$ cat src/rtl/ctrl_pkg.sv
// Shared sequencer definitions: state encoding, instruction field constants,
// write-back / PC-select encodings and the instruction class decoder.
package ctrl_pkg;

    typedef enum logic [2:0] {
        S_FETCH,
        S_DECODE,
        S_EXEC,
        S_MEM,
        S_WB,
        S_HALT
    } state_t;

    typedef enum logic [2:0] {
        C_ALU,
        C_CMP,
        C_JAL,
        C_JCOND,
        C_LOAD,
        C_STOR,
        C_ILLEGAL
    } iclass_t;

    // Primary opcode, inst[15:12]
    localparam logic [3:0] OP_REG   = 4'h0;
    localparam logic [3:0] OP_ANDI  = 4'h1;
    localparam logic [3:0] OP_ORI   = 4'h2;
    localparam logic [3:0] OP_XORI  = 4'h3;
    localparam logic [3:0] OP_MEM   = 4'h4;
    localparam logic [3:0] OP_ADDI  = 4'h5;
    localparam logic [3:0] OP_SHIFT = 4'h8;
    localparam logic [3:0] OP_SUBI  = 4'h9;
    localparam logic [3:0] OP_CMPI  = 4'hB;
    localparam logic [3:0] OP_MOVI  = 4'hD;
    localparam logic [3:0] OP_LUI   = 4'hF;

    // Opcode extension, inst[7:4]
    localparam logic [3:0] EXT_AND   = 4'h1;
    localparam logic [3:0] EXT_OR    = 4'h2;
    localparam logic [3:0] EXT_XOR   = 4'h3;
    localparam logic [3:0] EXT_NOT   = 4'h4;
    localparam logic [3:0] EXT_ADD   = 4'h5;
    localparam logic [3:0] EXT_JAL   = 4'h8;
    localparam logic [3:0] EXT_SUB   = 4'h9;
    localparam logic [3:0] EXT_CMP   = 4'hB;
    localparam logic [3:0] EXT_JCOND = 4'hC;
    localparam logic [3:0] EXT_MOV   = 4'hD;
    localparam logic [3:0] EXT_LOAD  = 4'h0;
    localparam logic [3:0] EXT_STOR  = 4'h4;

    localparam logic [1:0] WB_ALU = 2'd0;
    localparam logic [1:0] WB_MEM = 2'd1;
    localparam logic [1:0] WB_PC1 = 2'd2;

    localparam logic [1:0] PC_INC = 2'd0;
    localparam logic [1:0] PC_TGT = 2'd1;

    function automatic logic [3:0] op_field(input logic [15:0] word);
        return word[15:12];
    endfunction

    function automatic logic [3:0] ext_field(input logic [15:0] word);
        return word[7:4];
    endfunction

    // CMP/CMPI only update flags; they are kept apart from the write-back ALU class.
    function automatic iclass_t decode_class(input logic [3:0] op, input logic [3:0] ext);
        iclass_t c;
        c = C_ILLEGAL;
        case (op)
            OP_REG: begin
                case (ext)
                    EXT_AND, EXT_OR, EXT_XOR, EXT_NOT,
                    EXT_ADD, EXT_SUB, EXT_MOV:          c = C_ALU;
                    EXT_CMP:                            c = C_CMP;
                    EXT_JAL:                            c = C_JAL;
                    EXT_JCOND:                          c = C_JCOND;
                    default:                            c = C_ILLEGAL;
                endcase
            end
            OP_ANDI, OP_ORI, OP_XORI, OP_ADDI,
            OP_SUBI, OP_MOVI, OP_LUI, OP_SHIFT:         c = C_ALU;
            OP_CMPI:                                    c = C_CMP;
            OP_MEM: begin
                if (ext == EXT_LOAD)      c = C_LOAD;
                else if (ext == EXT_STOR) c = C_STOR;
                else                      c = C_ILLEGAL;
            end
            default:                                    c = C_ILLEGAL;
        endcase
        return c;
    endfunction

    function automatic logic sets_flags(input logic [3:0] op, input logic [3:0] ext);
        return ((op == OP_REG) && (ext == EXT_ADD || ext == EXT_SUB || ext == EXT_CMP)) ||
               (op == OP_ADDI) || (op == OP_SUBI) || (op == OP_CMPI);
    endfunction

endpackage

$ cat src/rtl/seq_ctrl.sv
// Multi-cycle instruction sequencer: FETCH/DECODE/EXEC/MEM/WB with a
// handshake watchdog that parks the machine in HALT until reset.
module seq_ctrl
    import ctrl_pkg::*;
#(
    parameter int MEM_WAIT_MAX = 15
) (
    input  logic        clk,
    input  logic        rst,
    input  logic [15:0] inst,
    input  logic        imem_ready,
    input  logic        dmem_ready,
    input  logic        cond_true,
    output logic        ir_we,
    output logic        imem_req,
    output logic        dmem_req,
    output logic        dmem_we,
    output logic        pc_we,
    output logic [1:0]  pc_sel,
    output logic        rf_we,
    output logic [1:0]  wb_sel,
    output logic        flags_we,
    output logic        illegal,
    output logic        halted
);

    localparam int CNT_W = $clog2(MEM_WAIT_MAX + 1);

    state_t           state;
    logic [3:0]       ir_op;
    logic [3:0]       ir_ext;
    logic [CNT_W-1:0] wait_cnt;
    iclass_t          cls;
    logic             flag_op;
    logic             wait_limit;
    logic             unused_inst;

    // Condition and register fields are consumed by the datapath, not here.
    assign unused_inst = ^{inst[11:8], inst[3:0]};

    assign cls        = decode_class(ir_op, ir_ext);
    assign flag_op    = sets_flags(ir_op, ir_ext);
    assign wait_limit = (wait_cnt == CNT_W'(MEM_WAIT_MAX - 1));

    always_ff @(posedge clk) begin
        if (rst) begin
            state    <= S_FETCH;
            wait_cnt <= '0;
        end else begin
            case (state)
                S_FETCH: begin
                    if (imem_ready) begin
                        ir_op    <= op_field(inst);
                        ir_ext   <= ext_field(inst);
                        state    <= S_DECODE;
                        wait_cnt <= '0;
                    end else if (wait_limit) begin
                        state    <= S_HALT;
                    end else begin
                        wait_cnt <= wait_cnt + CNT_W'(1);
                    end
                end
                S_DECODE: state <= S_EXEC;
                S_EXEC: begin
                    wait_cnt <= '0;
                    if (cls == C_LOAD || cls == C_STOR) state <= S_MEM;
                    else                                state <= S_FETCH;
                end
                S_MEM: begin
                    if (dmem_ready) begin
                        wait_cnt <= '0;
                        state    <= (cls == C_LOAD) ? S_WB : S_FETCH;
                    end else if (wait_limit) begin
                        state    <= S_HALT;
                    end else begin
                        wait_cnt <= wait_cnt + CNT_W'(1);
                    end
                end
                S_WB: begin
                    wait_cnt <= '0;
                    state    <= S_FETCH;
                end
                S_HALT:  state <= S_HALT;
                default: state <= S_HALT;
            endcase
        end
    end

    // Outputs are held low while rst is high so nothing commits on the reset edge.
    always_comb begin
        ir_we    = 1'b0;
        imem_req = 1'b0;
        dmem_req = 1'b0;
        dmem_we  = 1'b0;
        pc_we    = 1'b0;
        pc_sel   = PC_INC;
        rf_we    = 1'b0;
        wb_sel   = WB_ALU;
        flags_we = 1'b0;
        illegal  = 1'b0;
        halted   = 1'b0;
        if (!rst) begin
            case (state)
                S_FETCH: begin
                    imem_req = 1'b1;
                    ir_we    = imem_ready;
                end
                S_EXEC: begin
                    case (cls)
                        C_ALU: begin
                            rf_we    = 1'b1;
                            pc_we    = 1'b1;
                            flags_we = flag_op;
                        end
                        C_CMP: begin
                            pc_we    = 1'b1;
                            flags_we = 1'b1;
                        end
                        C_JAL: begin
                            rf_we  = 1'b1;
                            wb_sel = WB_PC1;
                            pc_we  = 1'b1;
                            pc_sel = PC_TGT;
                        end
                        C_JCOND: begin
                            pc_we  = 1'b1;
                            pc_sel = cond_true ? PC_TGT : PC_INC;
                        end
                        C_LOAD, C_STOR: ;
                        default: begin
                            illegal = 1'b1;
                            pc_we   = 1'b1;
                        end
                    endcase
                end
                S_MEM: begin
                    dmem_req = 1'b1;
                    dmem_we  = (cls == C_STOR);
                    pc_we    = dmem_ready && (cls == C_STOR);
                end
                S_WB: begin
                    rf_we  = 1'b1;
                    wb_sel = WB_MEM;
                    pc_we  = 1'b1;
                end
                S_HALT:  halted = 1'b1;
                default: ;
            endcase
        end
    end

endmodule

$ cat config.mk
export PLATFORM = sky130hd
export DESIGN_NAME = seq_ctrl
export DESIGN_NICKNAME = d
export VERILOG_FILES = /design/src/rtl/ctrl_pkg.sv /design/src/rtl/seq_ctrl.sv
export SDC_FILE = /design/constraint.sdc
export NUM_CORES = 1
export LEC_CHECK = 0
export CORE_MARGIN = 2
export CORE_UTILIZATION = 47
export DETAILED_ROUTE_END_ITERATION = 10
export PLACE_DENSITY = 0.79
export SYNTH_ARGS = -nofsm -noshare
export SYNTH_HDL_FRONTEND = slang
export SYNTH_SLANG_ARGS = --single-unit
$ cat constraint.sdc
create_clock -name clk -period 2.5 [get_ports clk]
set_clock_uncertainty 0.15 [all_clocks]
set_input_delay 0.375 -clock clk [delete_from_list [all_inputs] [get_ports clk]]
set_output_delay 0.375 -clock clk [all_outputs]
set_load 0.01 [all_outputs]
Word level (Yosys, flattened, before mapping)
Memory sizes are Yosys's and may differ from the RTL's. A register that Yosys moved wholly into a read port is not among the register bits. Cells that the tools add are included. Widths: inputs -> output; s select.

Add/subtract/negate cells: 1. $mul: 0. Div/mod/pow operators: 0. Magnitude comparators: 0. Eq/ne operators: 25. Shifts and indexed selects: 0. Multiplexer cells: 43. Bitwise operators: 1. Reductions and logical operators: 19.

Operators with widths (count): $eq 4x4->1 const B (8); $mux 1 (22); $eq 4x3->1 const B (4); $mux 4 (4); $pmux 3 s5 (1); $eq 3x2->1 const B (4); $eq 3x3->1 const B (4); $mux 3 (4); $pmux 3 s4 (1); $pmux 4 s3 (1); $mux 2 (5); $eq 4x2->1 const B (2); $logic_not 4->1 (2); $reduce_or 8->1 (1); $eq 3x1->1 const B (2); $logic_not 3->1 (2); $logic_or 1x1->1 (6); $pmux 1 s2 (3); $reduce_or 2->1 (3); $reduce_or 6->1 (1); $add 4x1->4 const B (1); $eq 4x1->1 const B (1); $pmux 2 s2 (1); $pmux 1 s3 (1); other kinds (4) (5).

Flip-flop bits (word level): 15. Bits in latches: 0. RAM bits: 0. Bits in read-only memories: 48. Bits of input ports: 21. Output and inout bits: 13. Logic and storage cells: 94. Memories: 1.

Memories: (name not given) (words 16, bits a word 3, rd ports 1, clocked after memory_dff 1, wr ports 0, RTL line ctrl_pkg.sv:72) `case (ext)`.

Longest topological paths before layout
Gate-level depths: netlist of run 1.

Depth after elaboration: 10. Mapped depth: 6. Mapped depth without buffers: 6.

Least setup slack after synthesis of run 1
OpenSTA, ideal clock, no wires.

Path kind: register to output. Start: register ir_ext[1]. End: output flags_we. Arrival time: 1.649 ns. Data required time: 1.975 ns. Path slack: 0.326 ns. Cell stages (with the launch flop): 6. Buffers on the path: 1. Cells stage by stage: edfxtp_1 > buf_6 > or4_1 > a22o_1 > nor3_4 > o211a_1.

Cells in the longest elaborated chain, start to end: 10. Elaborated cells on any way between the ends: 19. Those cells by class: eq/ne (5); mux (6); reduce/logical (8).

RTL lines: from (decl) (RTL line seq_ctrl.sv:31) `logic [3:0] ir_ext;`; from (signal assigned) (RTL line seq_ctrl.sv:54) `ir_ext <= ext_field(inst);`; parallel branches: the longest is 7 deep, another holds $eq 4x3->1; $pmux 1 s2 (*) (RTL line seq_ctrl.sv:109) `case (cls)`; $mux 1 (*) (RTL line seq_ctrl.sv:103) `case (state)`; $mux 1 (*) (RTL line seq_ctrl.sv:102) `if (!rst) begin`; to (decl) (RTL line seq_ctrl.sv:22) `output logic flags_we,`.

Mark *: on every way between the ends.

Worst setup path after layout of run 1
Start: register ir_op[3]. End: output pc_sel[0].

Cells in the longest elaborated chain, start to end: 7. Elaborated cells on any way between the ends: 18. Those cells by class: eq/ne (12); mux (4); reduce/logical (2).

RTL lines: from (decl) (RTL line seq_ctrl.sv:30) `logic [3:0] ir_op;`; from (signal assigned) (RTL line seq_ctrl.sv:53) `ir_op <= op_field(inst);`; $eq 4x3->1 (tied with other cells) (RTL line ctrl_pkg.sv:70) `case (op)`; $reduce_or 8->1 (RTL line ctrl_pkg.sv:70); $pmux 3 s4 (*) (RTL line ctrl_pkg.sv:70); $eq 3x2->1 (RTL line seq_ctrl.sv:109); $pmux 1 s2 (*) (RTL line seq_ctrl.sv:109); $mux 1 (*) (RTL line seq_ctrl.sv:103); $mux 1 (*) (RTL line seq_ctrl.sv:102); to (decl) (RTL line seq_ctrl.sv:19) `output logic [1:0] pc_sel,`.

Mark *: on every way between the ends. The rest lies on a longest branch, timed or not.

==> summary.md, run 1 <==
| Metric | Value |
|---|---|
| Synth unique cells | 47 |
| Crit Path Class | flip-flop to primary output |
| H-tree lvl count | 1 |
| Core box area | 2410 sq um |
| Worst Path Arrival | approximately 2.0 ns |
| Slowest Stage Delay on Critical Path | 0.43 ns |
| RSZ-0062 raised after global routing | true |
| Clk buf depth | 2 |
| Port Buffers | 24 |
| Top post-synthesis cells by area | edfxtp_1, dfxtp_1, nor3_1 |
| Crit path cell chain | buf_6 -> or4_4 -> a22o_4 -> nor3_4 -> buf_6 -> a211oi_2 -> buf_2 |
| Initial antenna violation count | 0 |
| Hpwl dp | 2219 um |
| Total track usage | 0.2209 |
| Synth Area per Inst | between 9 and 10 sq um |
| Slowest stage cell, crit path | edfxtp_1 |
| Fill cells | between 150 and 200 |
| Antenna diode count | 0 |
| Vias/cell | about 5.7 |
| Final setup viols | 4 |
| Peak supply drop | about 0.00038 V |
| Power Dens Cells | between 300 and 400 nW/um^2 |
| Die X-Extent | ~54 um |
| Synthesized area | between 1000 and 1500 sq um |
| EDFF count, synth | 8 |
| Hold buffer count at cts | 0 |
| Final period utilization | 1.011 |
| LEAKAGE | between 0.7 and 0.8 nW |
| Critical Path RT | between 1.5 and 2 ns |
| Worst skew pair latency | about 0.29 ns |
| Most frequent cells in the layout | buf_4, clkdlybuf4s50_1, dfxtp_1 |
| Pre-antenna DRT Iters | 4 |
| Primary FF master, synth | dfxtp_1 |
| Mux contribution to synthesized area | 0.03656 |
| Synth warn | 0 |
| Seq/Total Area, Yosys | 0.3785 |
| Yosys top cell by area | edfxtp_1 |
| CTS tree | built |
| Synth Area in Adders | 0.02151 |
| Startpoint Class | flip-flop |
| Async SR Flop Fraction | 0 |
| Outcome | finished with violations |
| Iter 0 DRT Violations | 45 |
| Critical-path maximum fanout | 3 |
| Total die area | a little under 3000 sq um |
| CTS sink cnt | 18 |
| FF-to-FF path depth | 7 |
| Final hold violations | 0 |
| Drc violations | 0 |
| DP Worst Slack | -0.2725 ns |
| Main combinational cell family by area after synthesis | simple AND/OR/NAND/NOR gates |
| Hold path cells | 2 |
| Pin count of the biggest net entering global routing | 12 |
| Nets | a little over 200 |
| Simple-Gate Fraction of Synth Area | 0.3140 |
| Fmax | slightly below 400 MHz |
| Most used cell along the critical path | buf_6 |
| Cell Area, Placed | approximately 1600 sq um |
| Most common library cell in the layout ignoring fill and taps | buf_4 |
| Die H | around 54 um |
| Inserted Clock Buffers | 3 |
| Routed wire per std cell | 14.99 um |
| Top cell type's share of synthesized area | 0.2065 |
| Share of layout cells above drive strength 1 | 0.3204 |
| Root buffer cell | clkbuf_4 |
| Number of synthesized register bits | 18 |
| Final wirelength | around 3200 um |
| Via count | ~1200 |
| Post-route cell area | ~1700 sq um |
| Syn Inst Count | between 100 and 150 |
| Syn nets | between 150 and 200 |
| Starting Density | 0.4829 |
| R2R Path Start | state[1]$_SDFF_PP0_ |
| Critical Path Source | ir_op[3]$_DFFE_PP_ |
| Max-cap violations | 0 |
| Final worst slack | -0.02742 ns |
| Worst hold start | wait_cnt[3]$_SDFFE_PP0P_ |
| Clock transition at path regs | 0.11 ns |
| First-pass GRT wire length | 4747 um |
| Vias in the first global route | approximately 1100 |
| Tightest Hold Check Type | flip-flop to flip-flop |
| Sequential Area | approximately 440 sq um |
| Xor and xnor area share after synthesis | 0.007527 |
| WHS | ~0.37 ns |
| Fin crit period | around 2.5 ns |
| Failing checks | setup timing |
| Grt ovf | 0 |
| Area occupied by multi-input gates | approximately 760 sq um |
| Io pins | 34 |
| Row count | 18 |
| Post-route ant nets | 0 |
| GP Congestion | just under 0.8 |
| CP Capture Type | primary output |
| Complex-gate fraction of the synthesized area | 0.1925 |
| Area delta synth->final | 49.78% |
| Max-slew violation count | 0 |
==> layout make-up <==
cell class	instances	share of cell area
clock buffers	3	0.01292
clock inverters	1	0.002154
inverters	5	0.01077
multi-input cells	99	0.4343
flip-flops and latches	18	0.2527
well taps	30	0.02154
repair buffers	55	0.2656
==> worst max-delay path, delay by kind of cell (launching register included) <==
kind / cells / cell delay [ns]
compound gates: 2 / 0.31
flops: 1 / 0.43
simple gates: 2 / 0.56
buf+inv: 3 / 0.43
==> logic make-up (layout without fill, tap and decap cells) <==
kind of cell / after synthesis / in the layout
simple gates: 59 / 59
other cells: 1 / 1
xor+xnor: 1 / 1
mux: 4 / 4
compound gates: 32 / 32
flops: 18 / 18
fa+ha+maj: 2 / 2
buf+inv: 11 / 64
==> cell usage after synthesis, types with 2 or more instances <==
library cell / n
a21boi_0: 2
a211oi_1: 3
nor3_1: 8
nor4b_1: 4
nand2_1: 8
o21bai_1: 3
clkbuf_1: 3
nor2b_1: 3
and3b_1: 2
o22ai_1: 3
nand2b_1: 2
o31ai_1: 2
edfxtp_1: 8
nand4_1: 2
mux2i_1: 2
nand3_1: 2
a21o_1: 2
a21oi_1: 4
nor3b_1: 5
o21ai_0: 5
nor4_1: 3
inv_1: 5
dfxtp_1: 10
and3_1: 2
ha_1: 2
mux2_2: 2
nor2_1: 7
nand3b_1: 4
o211a_1: 2
==> per-layer routing <==
layer | vias up | track usage | part of all wire
met5 | - | 0 | 0
met4 | 0 | 0.08120 | 0.015
met3 | 6 | 0.01667 | 0.049
met2 | 40 | 0.3760 | 0.49
met1 | 561 | 0.2912 | 0.44
li1 | 598 | - | -
==> through the flow <==
step	TNS (ns)	std cells	total power [mW]	util
floorplan	0	128	0.4142	-
global placement	-1.320	202	0.4749	0.6646
detailed placement	-1.433	202	0.4820	0.6646
CTS	-0.01331	210	0.6389	0.6999
global route	-0.3824	211	0.6730	0.7233
finish	-0.06980	211	0.6451	0.7233
==> power breakdown <==
part           total (mW)  internal (mW)  switching (mW)
logic               0.156         0.0857          0.0708
clock network       0.150         0.0580          0.0917
registers           0.339          0.324          0.0145
==> final timing paths <==
path                         endpoint  slack (ns)
max                         pc_sel[0]       -0.03
min          wait_cnt[3]$_SDFFE_PP0P_        0.37
max reg2reg                 flip-flop        0.47
min reg2reg  wait_cnt[3]$_SDFFE_PP0P_        0.37
==> what timing repair did <==
action / CTS / global route
pin swaps: 5 / 5
setup endpoints to repair: 7 / 12
gates resized for setup: 34 / 15
endpoints found under the hold margin: 0 / 0
setup buffers: 4 / 1
Power figures use the tool's default switching activity.
==> inputs of run 2 (changes only) <==
--- a/config.mk
+++ b/config.mk
@@ -12,3 +12,4 @@
 export SYNTH_ARGS = -nofsm -noshare
 export SYNTH_HDL_FRONTEND = slang
 export SYNTH_SLANG_ARGS = --single-unit
+export TNS_END_PERCENT = 50
==> summary.md, run 2 (synthesis results as in run 1) <==
| Metric | Value |
|---|---|
| Worst skew pair latency | 0.29 ns (about the same) |
| DP Worst Slack | -0.2725 ns (unchanged) |
| Cell Area, Placed | 1602 sq um (unchanged) |
| Most frequent cells in the layout | buf_4, clkdlybuf4s50_1, dfxtp_1 (unchanged) |
| Vias in the first global route | 1070 (unchanged) |
| Initial antenna violation count | 0 (unchanged) |
| Power Dens Cells | 368.8 nW/um^2 (was 370.1 nW/um^2) |
| Routing usage on met3 | 0.01667 (unchanged) |
| Fin crit period | 2.523 ns (was 2.527 ns) |
| Post-route ant nets | 0 (unchanged) |
| Clk buf depth | 2 (unchanged) |
| Grt ovf | 0 (unchanged) |
| Slowest stage cell, crit path | edfxtp_1 (unchanged) |
| Switching share of total power | 0.2738 (was 0.2744) |
| Failing checks | setup timing (unchanged) |
| Inserted Clock Buffers | 3 (unchanged) |
| Critical Path RT | 1.98 ns (about the same) |
| First-pass GRT wire length | 4747 um (unchanged) |
| Hpwl dp | 2219 um (unchanged) |
| Fin Setup TNS | -0.06148 ns (was -0.06980 ns) |
| Root buffer cell | clkbuf_4 (unchanged) |
| Crit Path Class | flip-flop to primary output (unchanged) |
| Routed wire per std cell | 14.92 um (was 14.99 um) |
| Crit path cell chain | buf_6 -> or4_4 -> a22o_4 -> nor3_4 -> buf_6 -> a211oi_2 -> buf_2 (unchanged) |
| Core box area | 2410 sq um (unchanged) |
| Die X-Extent | 53.76 um (unchanged) |
| Final worst slack | -0.02302 ns (was -0.02742 ns) |
| Fmax | 396.4 MHz (was 395.7 MHz) |
| Hold path cells | 2 (unchanged) |
| H-tree lvl count | 1 (unchanged) |
| CP Capture Type | primary output (unchanged) |
| Share of layout cells above drive strength 1 | 0.3149 (was 0.3204) |
| Total track usage | 0.2209 (unchanged) |
| Vias/cell | 5.635 (was 5.711) |
| Pin count of the biggest net entering global routing | 12 (unchanged) |
| Grt met2 use | 0.3760 (unchanged) |
| R2R Path Start | state[1]$_SDFF_PP0_ (unchanged) |
| Cells after DPL | 202 (unchanged) |
| Final period utilization | 1.009 (was 1.011) |
| Critical-path maximum fanout | 3 (unchanged) |
| Most used cell along the critical path | buf_6 (unchanged) |
| CTS tree | built (unchanged) |
| WHS | 0.3693 ns (was 0.3691 ns) |
| Clock transition at path regs | 0.11 ns (about the same) |
| RSZ-0062 raised after global routing | true (unchanged) |
| Starting Density | 0.4829 (unchanged) |
| Layer with the highest usage | met2 (unchanged) |
| Worst Path Arrival | 2.00 ns (about the same) |
| Row count | 18 (unchanged) |
| Total die area | 2890 sq um (unchanged) |
| Worst Hold End | wait_cnt[3]$_SDFFE_PP0P_ (unchanged) |
| Final setup viols | 5 (was 4) |
| GP Congestion | 0.7900 (unchanged) |
| Final design utilization | 0.7253 (was 0.7233) |
| Startpoint Class | flip-flop (unchanged) |
| Final wirelength | 3149 um (was 3162 um) |
| Drc violations | 0 (unchanged) |
| Sequential share of power | 0.526 (was 0.525) |
| Final hold violations | 0 (unchanged) |
| Via count | 1189 (was 1205) |
| Most common library cell in the layout ignoring fill and taps | buf_4 (unchanged) |
| CP bufs+invs | 3 (unchanged) |
| Antenna diode count | 0 (unchanged) |
| Non-Filler Instances | 211 (unchanged) |
| Outcome | finished with violations (unchanged) |
| Max-slew violation count | 0 (unchanged) |
| LEAKAGE | 0.7611 nW (was 0.7610 nW) |
| Die H | 53.76 um (unchanged) |
| Peak supply drop | 0.0003825 V (was 0.0003839 V) |
| Area delta synth->final | 50.22% (was 49.78%) |
| Io pins | 34 (unchanged) |
| Iter 0 DRT Violations | 43 (was 45) |
| Combinational cell fraction of total power | 0.242 (was 0.243) |
| Power Total | 0.6447 mW (was 0.6451 mW) |
| Slowest Stage Delay on Critical Path | 0.43 ns (about the same) |
| Tightest Hold Check Type | flip-flop to flip-flop (unchanged) |
| Switching power | 0.1765 mW (was 0.1770 mW) |
| CP top delay family | simple AND/OR/NAND/NOR gates (unchanged) |
| FF-to-FF path depth | 7 (unchanged) |
| Fill cells | 176 (unchanged) |
| Nets | 205 (unchanged) |
| Clk pwr share | 0.232 (about the same) |
| Worst hold start | wait_cnt[3]$_SDFFE_PP0P_ (unchanged) |
| Port Buffers | 24 (unchanged) |
| Cell Int Power | 0.4682 mW (was 0.4681 mW) |
| Post-route cell area | 1748 sq um (was 1743 sq um) |
| CTS sink cnt | 18 (unchanged) |
| R2R Setup Slk | 0.47 ns (about the same) |
| Max-cap violations | 0 (unchanged) |
| Critical Path Source | ir_op[3]$_DFFE_PP_ (unchanged) |
| Met1 usage | 0.2912 (unchanged) |
| Pre-antenna DRT Iters | 4 (unchanged) |
## run 2: power groups by stage
stage / sequential (mW) / clock, mW / combinational (mW)
finish: 0.339 / 0.150 / 0.156
global route: 0.341 / 0.162 / 0.170
CTS: 0.337 / 0.153 / 0.149
detailed placement: 0.344 / 0 / 0.138
global placement: 0.343 / 0 / 0.132
floorplan: 0.343 / 0 / 0.0707
## run 2: what timing repair did
action | 4_1_cts | 5_1_grt
pin swaps | 5 | 3
setup buffers | 4 | 1
gates resized for setup | 34 | 14
endpoints found under the setup margin | 7 | 12
hold buffers | 0 | 0
## run 2: layout make-up
type | instances | area (sq um) | share of cell area
tap | 30 | 37.54 | 0.02147
inverter | 5 | 18.77 | 0.01074
sequential | 18 | 440.4 | 0.2520
clock buffer | 3 | 22.52 | 0.01288
multi-input combinational | 99 | 757.0 | 0.4331
timing repair buffer | 55 | 467.9 | 0.2677
clock inverter | 1 | 3.754 | 0.002147
## run 2: how the worst max path moves through the flow
stage,endpoint,slack (ns),cells past startpoint
6_report,pc_sel[0],-0.02,7
2_1_floorplan,flags_we,0.33,5
3_3_place_gp,illegal,-0.24,4
4_1_cts,pc_sel[0],-0.007,7
5_1_grt,pc_sel[0],-0.11,8
3_5_place_dp,pc_sel[0],-0.27,7
## run 2: layer usage
layer	routed length, um	part of all wire
met1	1427	0.45
met2	1550	0.49
met3	133	0.042
met4	38	0.012
met5	0	0
## run 2: worst register-to-register path: stages (launching register included)
cell and delay, ns:
dfxtp_1 0.38, buf_4 0.19, nor3_1 0.25, nand3b_1 0.15, buf_4 0.18, inv_1 0.07
mux2_2 0.34, o31ai_1 0.23
==> variant (config.mk and constraints of run 1) <==
Set the parameter `MEM_WAIT_MAX` to 16 (it was 15).
--- a/src/rtl/seq_ctrl.sv
+++ b/src/rtl/seq_ctrl.sv
@@ -5,3 +5,3 @@
 #(
-    parameter int MEM_WAIT_MAX = 15
+    parameter int MEM_WAIT_MAX = 16
 ) (
Behaviour: same outputs for any inputs over 10 cycles, from zero or initial values and one cycle with rst high; that may be too few to reach the edited logic, so the function may still have changed.
==> variant against run 1 <==
  * Via count down 0.33%
  * Register-to-register slack worse by 0.02 ns
  * Routed wire length down 6.2%
  * Worst hold slack worse by 0.038 ns
  * First-iteration DRC count down 47%
  * Sequential cell count up 1
  * Sequential share of layout area up 2.0 points
  * Synthesized area up 2.9%
  * Total power up 0.27%
  * Setup slack better by 0.058 ns
  * Die area up 2.7%
  * Final area down 3.0%
  * Maximum frequency up 2.4%
  * Largest cell class unchanged
==> variant: results <==
[detailed_routing]
wl_per_cell_um = 14.3
first_iter_violations = 24
vias = 1201

[cells_and_area]
clockNetworkAreaShare_pct = 1.63
drive_gt1_share_pct = 26.4
fin_cells = 208
nets = 201
inverters = 2
layout.area.seq_um2 = 462
area_share_nonclk_buffers_pct = 24.2
fillers = 186
multi_input_cells = 105
nNonClkBuffers = 48

[setup_path]
cp.arrival_ns = 1.94
r2r_start = ir_op[3]
reg2reg_slack_ns = 0.45
path_max_fanout = 4
critPathLaunch = ir_op[1]
endpoint = illegal
slowest_delay_ns = 0.48

[clock_tree]
post_cts_resized = 16
insertion_delay_ns = 0.31
postCtsSetupRepairBufs = 8

[synth]
ys_top_cells_by_area = edfxtp_1 20%, dfxtp_1 18%, nand2_1 4.1%, nor2_1 3.4%, mux2i_1 3.3%
synth.distinct_cells = 46
ys_ff_latch = 19
syn_nets = 155
postSynthAreaPerCell_um2 = 9.00

[power_and_ir_drop]
ir_worst_vdd_v = 0.000398
power.static_leakage_nw = 0.714

[sta]
finalCriticalPeriod_ns = 2.47

[global_routing]
grt_usage_pct = 21.3
grt_pass1_wl_um = 4590
first_global_vias = 1100

[outcome]
status = completed

[placement]
place_congestion = 0.819
dp.cells = 192
post-place-ws_ns = -0.149

[worst_hold_path]
min_to = wait_cnt[4]
hold_start = wait_cnt[4]
## variant: cell count changes in the layout (fill, tap and decap cells not counted), moves of 3 or more
| cell | run 1 | this run |
|---|---|---|
| buf_2 | 5 | 0 |
| buf_4 | 28 | 23 |
| nand2_1 | 8 | 13 |
| nor2_1 | 7 | 11 |
| buf_6 | 4 | 1 |
| clkdlybuf4s15_1 | 0 | 3 |
| inv_1 | 5 | 2 |
| nor3b_1 | 5 | 2 |
## variant: stage by stage
step           total power [mW]  instance area [um2]
3_5_place_dp              0.478                 1530
3_3_place_gp              0.473                 1530
5_1_grt                   0.677                 1690
6_report                  0.647                 1690
4_1_cts                   0.643                 1650
2_1_floorplan             0.425                 1200
## variant: worst register-to-register path, cell delays in order, from the launching register on
cell and delay [ns]:
edfxtp_1 0.50, buf_6 0.17, nor3_4 0.24, o21ai_2 0.13, buf_4 0.15, buf_4 0.13
or3_1 0.31, a41oi_1 0.20
## variant: per-layer routing
metal	GRT usage [%]	part of all wire, %	vias to the layer above
met4	8.75	1.9	0
met5	0	0	-
met3	1.64	3.4	6
met1	25.6	43	571
li1	-	-	593
met2	38.8	52	31
## variant: cells by family after synthesis
kind of cell             count (synthesis)  synth area share [%]
AO/OA/AOI/OAI                           34                  19.3
XOR/XNOR                                 1                 0.732
adder cells (fa/ha/maj)                  1                  1.04
buffers and inverters                    9                  3.34
flip-flops                              19                  38.5
multiplexers                             6                  5.22
other                                    1                 0.313
AND/OR/NAND/NOR                         62                  31.6
## variant: report_power, final
group / internal [mW] / leakage, nW / switching [mW] / total [mW]
sequential: 0.340 / 0.165 / 0.0156 / 0.356
combinational: 0.0712 / 0.532 / 0.0606 / 0.132
clock: 0.0598 / 0.0177 / 0.0994 / 0.159
total: 0.471 / 0.714 / 0.176 / 0.647
